**config.mk**
```make
export PLATFORM = sky130hd
export DESIGN_NAME = alu_share_arbiter
export DESIGN_NICKNAME = d
export VERILOG_FILES = /design/src/rtl/alu_share_arbiter.sv
export SDC_FILE = /design/constraint.sdc
export NUM_CORES = 1
export LEC_CHECK = 0
export ABC_AREA = 1
export BUFFER_PORTS_ARGS = -buffer_cell sky130_fd_sc_hd__buf_2
export CAP_MARGIN = 15
export CORE_AREA = 10 10 160 162
export CTS_CLUSTER_SIZE = 28
export DETAILED_ROUTE_END_ITERATION = 10
export DIE_AREA = 0 0 170 172
export SLEW_MARGIN = 20
export SYNTH_ARGS = -nofsm -noshare
export SYNTH_HDL_FRONTEND = slang
export SYNTH_SLANG_ARGS = --single-unit
export TNS_END_PERCENT = 5
```
**constraint.sdc**
```tcl
create_clock -name clk -period 3 [get_ports clk]
set_input_delay 0.15 -clock clk [delete_from_list [all_inputs] [get_ports clk]]
set_output_delay 0.15 -clock clk [all_outputs]
set_load 0.1 [all_outputs]
```
**src/rtl/alu_share_arbiter.sv**
```systemverilog
// Round-robin arbiter sharing one combinational ALU among NUM_REQ requesters (IDLE/EXEC/RESP).
// Optional `ALU_ARB_OPCHK_EN: illegal op codes bypass the ALU and answer with rsp_err=1.
module alu_share_arbiter #(
  parameter int NUM_REQ = 4,
  parameter int DW      = 32,
  parameter int OPW     = 6
) (
  input  logic                   clk,
  input  logic                   rst_n,
  input  logic [NUM_REQ-1:0]     req_valid,
  output logic [NUM_REQ-1:0]     req_ready,
  input  logic [NUM_REQ*OPW-1:0] req_op,
  input  logic [NUM_REQ*DW-1:0]  req_a,
  input  logic [NUM_REQ*DW-1:0]  req_b,
  output logic [OPW-1:0]         alu_op,
  output logic [DW-1:0]          alu_a,
  output logic [DW-1:0]          alu_b,
  input  logic [DW-1:0]          alu_result,
  output logic [NUM_REQ-1:0]     rsp_valid,
  input  logic [NUM_REQ-1:0]     rsp_ready,
  output logic [DW-1:0]          rsp_data,
  output logic                   rsp_err
);

  localparam int IW = (NUM_REQ > 1) ? $clog2(NUM_REQ) : 1;

  typedef enum logic [1:0] {IDLE, EXEC, RESP} state_t;

  state_t         state_q, state_d;
  logic [IW-1:0]  gnt_q, gnt_d;
  logic [IW-1:0]  last_q, last_d;
  logic [OPW-1:0] op_q, op_d;
  logic [DW-1:0]  a_q, a_d;
  logic [DW-1:0]  b_q, b_d;
  logic [DW-1:0]  data_q, data_d;
  logic           err_q, err_d;

  logic           lo_hit, hi_hit, found;
  logic [IW-1:0]  lo_sel, hi_sel, sel;
  logic [OPW-1:0] sel_op;
  logic [DW-1:0]  sel_a, sel_b;
  logic           sel_illegal;

  // Round-robin: lowest valid index above last wins, else wrap to the lowest valid index.
  always_comb begin
    lo_hit = 1'b0;
    hi_hit = 1'b0;
    lo_sel = '0;
    hi_sel = '0;
    for (int i = NUM_REQ - 1; i >= 0; i--) begin
      if (req_valid[i]) begin
        lo_hit = 1'b1;
        lo_sel = IW'(i);
      end
      if (req_valid[i] && (IW'(i) > last_q)) begin
        hi_hit = 1'b1;
        hi_sel = IW'(i);
      end
    end
    found = lo_hit;
    sel   = hi_hit ? hi_sel : lo_sel;
  end

  always_comb begin
    sel_op = '0;
    sel_a  = '0;
    sel_b  = '0;
    for (int i = 0; i < NUM_REQ; i++) begin
      if (sel == IW'(i)) begin
        sel_op = req_op[i*OPW +: OPW];
        sel_a  = req_a[i*DW +: DW];
        sel_b  = req_b[i*DW +: DW];
      end
    end
`ifdef ALU_ARB_OPCHK_EN
    sel_illegal = !((sel_op <= OPW'(9)) || (sel_op == OPW'(13)));
`else
    sel_illegal = 1'b0;
`endif
  end

  always_comb begin
    state_d   = state_q;
    gnt_d     = gnt_q;
    last_d    = last_q;
    op_d      = op_q;
    a_d       = a_q;
    b_d       = b_q;
    data_d    = data_q;
    err_d     = err_q;
    req_ready = '0;
    rsp_valid = '0;
    case (state_q)
      IDLE: begin
        if (found && rst_n) begin
          for (int i = 0; i < NUM_REQ; i++) req_ready[i] = (sel == IW'(i));
          gnt_d = sel;
          if (sel_illegal) begin
            data_d  = '0;
            err_d   = 1'b1;
            state_d = RESP;
          end else begin
            op_d    = sel_op;
            a_d     = sel_a;
            b_d     = sel_b;
            state_d = EXEC;
          end
        end
      end
      EXEC: begin
        data_d  = alu_result;
        state_d = RESP;
      end
      RESP: begin
        for (int i = 0; i < NUM_REQ; i++) rsp_valid[i] = (gnt_q == IW'(i));
        for (int i = 0; i < NUM_REQ; i++) begin
          if ((gnt_q == IW'(i)) && rsp_ready[i]) begin
            last_d  = gnt_q;
            err_d   = 1'b0;
            state_d = IDLE;
          end
        end
      end
      default: state_d = IDLE;
    endcase
  end

  always_ff @(posedge clk or negedge rst_n) begin
    if (!rst_n) begin
      state_q <= IDLE;
      gnt_q   <= '0;
      last_q  <= IW'(NUM_REQ - 1);
      op_q    <= '0;
      a_q     <= '0;
      b_q     <= '0;
      data_q  <= '0;
      err_q   <= 1'b0;
    end else begin
      state_q <= state_d;
      gnt_q   <= gnt_d;
      last_q  <= last_d;
      op_q    <= op_d;
      a_q     <= a_d;
      b_q     <= b_d;
      data_q  <= data_d;
      err_q   <= err_d;
    end
  end

  assign alu_op   = op_q;
  assign alu_a    = a_q;
  assign alu_b    = b_q;
  assign rsp_data = data_q;
`ifdef ALU_ARB_OPCHK_EN
  assign rsp_err  = err_q;
`else
  assign rsp_err  = 1'b0;
`endif

endmodule

```
# == Word-level counts from Yosys, hierarchy flattened ==
# Cells that the tools add are included.
# word_totals
memories,0
register_bits,108
ram_bits,0
out_inout_bits,111
mem_bits_ro,0
latchBits,0
# classes
n_lt_le_gt_ge,4
reduce_logical,16
shifts,0
div,0
n_mux,42
n_mul,0
bitwise_logic,0
n_eq_ne,10
n_addsub,0
# ops
operator,count
32-bit 2-to-1 mux,8
2-bit 2-to-1 mux,18
6-bit 2-to-1 mux,4
4-bit 2-to-1 mux,3
2-bit equality test (second input constant),5
1-bit logical AND,9
1-bit 2-to-1 mux,8
2-bit by 1-bit equality test with 1-bit output (second input constant),3
2-bit logical NOT,3
2-bit case mux with 3 select lines,1
2-bit AND reduction,3
5-bit inequality test (second input constant),1
1-bit by 2-bit greater-than comparator with 1-bit output (first input constant),2
2-bit greater-than comparator (first input constant),2
4-bit nonzero test,1
2-bit inequality test (second input constant),1

# == Depth between registers and ports, before layout ==
# depth
depth_word,12
ltp_mapped,13
mapped_depth_nobuf,12

# == Least setup slack after synthesis ==
# No wires, ideal clock.
# synth_path
path_kind,register -> output
start,reg last_q[1]
end,out req_ready[0]
required_time_ps,2850
setup_slack_ps,-536
stages_incl_launch_ff,9
arrival_ps,3386
path_cell_list,dfstp_2 > inv_1 > nand2_1 > nand3_1 > nand2_2 > inv_2 > buf_6 > buf_2 > nor3_1
# synth_between
elab_chain_len,10
# synth_rtl
element,line_no,source
"start, declared",31,"logic [IW-1:0] last_q, last_d;"
"start signal, assigned",132,last_q <= IW'(NUM_REQ - 1);
"start signal, assigned",141,last_q <= last_d;
2-bit greater-than comparator,55,if (req_valid[i] && (IW'(i) > last_q)) begin
1-bit logical AND,55,
2-bit 2-to-1 mux / 1-bit 2-to-1 mux (equally long branches) (4 in series),55,
2-bit 2-to-1 mux (*),61,sel = hi_hit ? hi_sel : lo_sel;
2-bit logical NOT (*),96,for (int i = 0; i < NUM_REQ; i++) req_ready[i] = (sel == IW'(i));
4-bit 2-to-1 mux (*),95,if (found && rst_n) begin
4-bit 2-to-1 mux (*),93,case (state_q)
"end, declared",11,"output logic [NUM_REQ-1:0] req_ready,"
# Every way passes the cells marked *; elsewhere a longest branch is shown, timed or not.

# == Worst setup path in the final report ==
# layout_path
start,reg last_q[1]
end,out req_ready[1]
# layout_between
elab_chain_len,10
# layout_rtl
element,line_no
2-bit greater-than comparator,55
1-bit logical AND,55
2-bit 2-to-1 mux / 1-bit 2-to-1 mux (equally long branches) (4 in series),55
2-bit 2-to-1 mux (*),61
2-bit by 1-bit equality test with 1-bit output (*),96
4-bit 2-to-1 mux (*),95
4-bit 2-to-1 mux (*),93
# Marked as above.

==> impl_metrics.ini <==
[sta]
fin_setup_tns_ns = 0
setup_viol = 0
period_share_pct = 80.0
fin_crit_ns = 2.40
hold_viol_final = 0
slew-limit-headroom_pct = 42.3
whs_ns = 0.0226
clock_skew_ns = 0.0231
rsz0062_at_grt = false
timing.fmax_mhz = 416
worst_pin_slew_ns = 0.866
drv_slew = 0

[routing]
route.vias.total = 8150
antenna_left = 0
drtPass1Iterations = 5
drt_wl_total_mm = 31.4
drtIter0Drc = 628
avgRoutedWirePerCell_um = 19.6
drc = 0
via_per_inst = 5.10

[placement]
dp.cells = 1571
port_buffers = 431
place_hpwl_mm = 23.5
place_congestion = 0.919

[final_layout]
fill_cells = 2407
instances_no_fill = 1598
synthToLayoutAreaGrowth_pct = 41.8
final_cell_mix = 426 x buf_2, 192 x nand3_1, 187 x nand2_1
fin_nets = 1624
regArea_mm2 = 0.00271
multiInputGateArea_mm2 = 0.00347
drive_gt1_share_pct = 39.3
final_common_cell = buf_2

[pwr]
p_leak_nw = 4.84
p_sw_share_pct = 65.9
pwr-share-clk_pct = 9.3
power_density_mw_per_mm2 = 1420
p_int_mw = 4.52
power.share.sequential_pct = 19.2
pwr-share-comb_pct = 71.5
ir_worst_vdd_mv = 0.997
switching_power_mw = 8.73

[floorplan]
start_util_pct = 29.5
fp.dieW_um = 170
die_y_um = 172
io_pins = 433
coreArea_mm2 = 0.0224
die_area_mm2 = 0.0292
rows = 55

[min_path]
hold_class = input port to flip-flop

[cts]
cts_buffers = 9
cts-root-buf = clkbuf_16
clk_pin_slew_ns = 0.08
cts_tree = done
cts_num_sinks = 108
clk-insertion-delay-late_ns = 0.36
cts_buffer_depth = 2
post_cts_resized = 0
htreeDepth = 3

[grt]
grt.total_usage_pct = 20.1
grt-ovfl-total = 0
grt_pass1_wl_mm = 46.1
grt_pass1_vias = 8026
grt_max_degree = 74
antenna_found_initial = 7

[run_status]
status = complete, no violations

[logic_synthesis]
synth_area_mm2 = 0.00660
avgSynthCellArea_um2 = 7.19
synthTopCellsByArea = dfrtp_1 40%, nand3_1 15%, nand2_1 11%
ys_ff_latch = 108
synth_warnings = 0
yosys.area.top_type = dfrtp_1
synth_top_area_share_pct = 40.2
synthCells = 917
yosysSeqAreaShare_pct = 41.0
synth_fp_nets = 1239
ys_types = 24

[critical_path]
cp_slowest_stage_delay_ns = 0.56
cpLargestDelayFamily = simple AND/OR/NAND/NOR gates
critPathMostFrequentCell = nand2_1
crit_buf_inv = 3
end_kind = primary output
critPathArrivalTime_ns = 2.25
worstPathMaxFanout = 25
crit_slowest_cell = dfstp_2
worst_setup_path_start_kind = flip-flop
cp_cell_sequence = inv_1 -> nand2_1 -> nand2_1 -> nor2_1 -> nand2_2 -> nand2_2 -> buf_4 -> nand2_1 -> nor2_1 -> buf_12
worstPathRequired_ns = 2.85
crit_type = flip-flop to primary output

[job]
maxCapViolations = 0
==> cell type report <==
class / instances / area share (%)
multi-input combinational: 712 / 37.1
sequential: 108 / 28.9
timing repair buffer: 454 / 26.1
tap: 285 / 3.81
clock buffer: 9 / 2.41
clock inverter: 7 / 0.882
inverter: 17 / 0.682
antenna: 6 / 0.160
==> synthesized netlist by cell type <==
library cell,n
nor2_2,1
conb_1,1
or2_0,5
buf_2,31
inv_2,5
dfrtp_1,106
buf_1,10
nor2_1,175
and3_1,1
nand2_2,4
nand3_1,192
nor3_1,5
dfstp_2,2
inv_1,12
buf_6,1
nor2_4,2
nand4_1,94
a21oi_1,7
nand2_1,187
buf_4,7
mux2_2,32
clkbuf_1,31
o31ai_1,1
o21ai_0,5
==> worst register-to-register path: cells and delay by family (launching register included) <==
| kind | cells | cell delay (ns) |
|---|---|---|
| buffers and inverters | 2 | 0.54 |
| and+or+nand+nor | 8 | 1.12 |
| DFF | 1 | 0.56 |
==> through the flow <==
stage / area [um2] / util [%] / total power [mW] / setup slack (ns)
2_1_floorplan: 6600 / - / 10.1 / 0.0183
3_3_place_gp: 8980 / 40.2 / 12.0 / 0.740
3_5_place_dp: 8980 / 40.2 / 12.1 / 0.696
4_1_cts: 9340 / 41.8 / 13.3 / 0.553
5_1_grt: 9360 / 41.8 / 13.9 / 0.429
6_report: 9360 / 41.8 / 13.3 / 0.599
==> power by group through the flow <==
| stage | registers [mW] | clock network [mW] | logic, mW |
|---|---|---|---|
| 2_1_floorplan | 7.47 | 0 | 2.65 |
| 3_3_place_gp | 2.55 | 0 | 9.48 |
| 3_5_place_dp | 2.56 | 0 | 9.51 |
| 4_1_cts | 2.55 | 1.28 | 9.52 |
| 5_1_grt | 2.64 | 1.32 | 9.96 |
| 6_report | 2.55 | 1.23 | 9.48 |
==> sequential cells by signal (all words and copies together), names as in the netlist <==
| register | flops |
|---|---|
| gnt_q | 2 |
| alu_op | 6 |
| alu_b | 32 |
| state_q | 2 |
| last_q | 2 |
| alu_a | 32 |
| rsp_data | 32 |
==> layer usage <==
layer  GRT usage (%)  up-vias  share of wire, %
li1                -     3887                 -
met1            24.6     3820                40
met2            33.5      405                50
met3            5.77       36               8.7
met4            5.80        2               1.6
met5               0        -             0.022
==> final timing paths <==
kind | from | end | slack, ns | cells past startpoint
min in group asynchronous | rst_n | alu_a[31] | 0.50 | 3
max reg2reg | last_q[1] | alu_b[30] | 0.69 | 10
min reg2reg | alu_b[1] | alu_b[1] | 0.48 | 2
max in group asynchronous | rst_n | alu_b[2] | 1.20 | 4
min | alu_result[17] | rsp_data[17] | 0.02 | 2
max | last_q[1] | req_ready[1] | 0.60 | 10
==> cell families after synthesis <==
group | share of synthesized area, %
flops | 41.0
mux | 5.46
compound gates | 1.02
other cells | 0.0568
buf+inv | 6.62
simple gates | 45.8
==> repair_timing <==
action | 4_1_cts | 5_1_grt
hold buffers | 5 | 0
hold endpoints to repair | 50 | 0
setup buffers | 0 | 0
No activity file was read; power rests on OpenSTA's default activity.
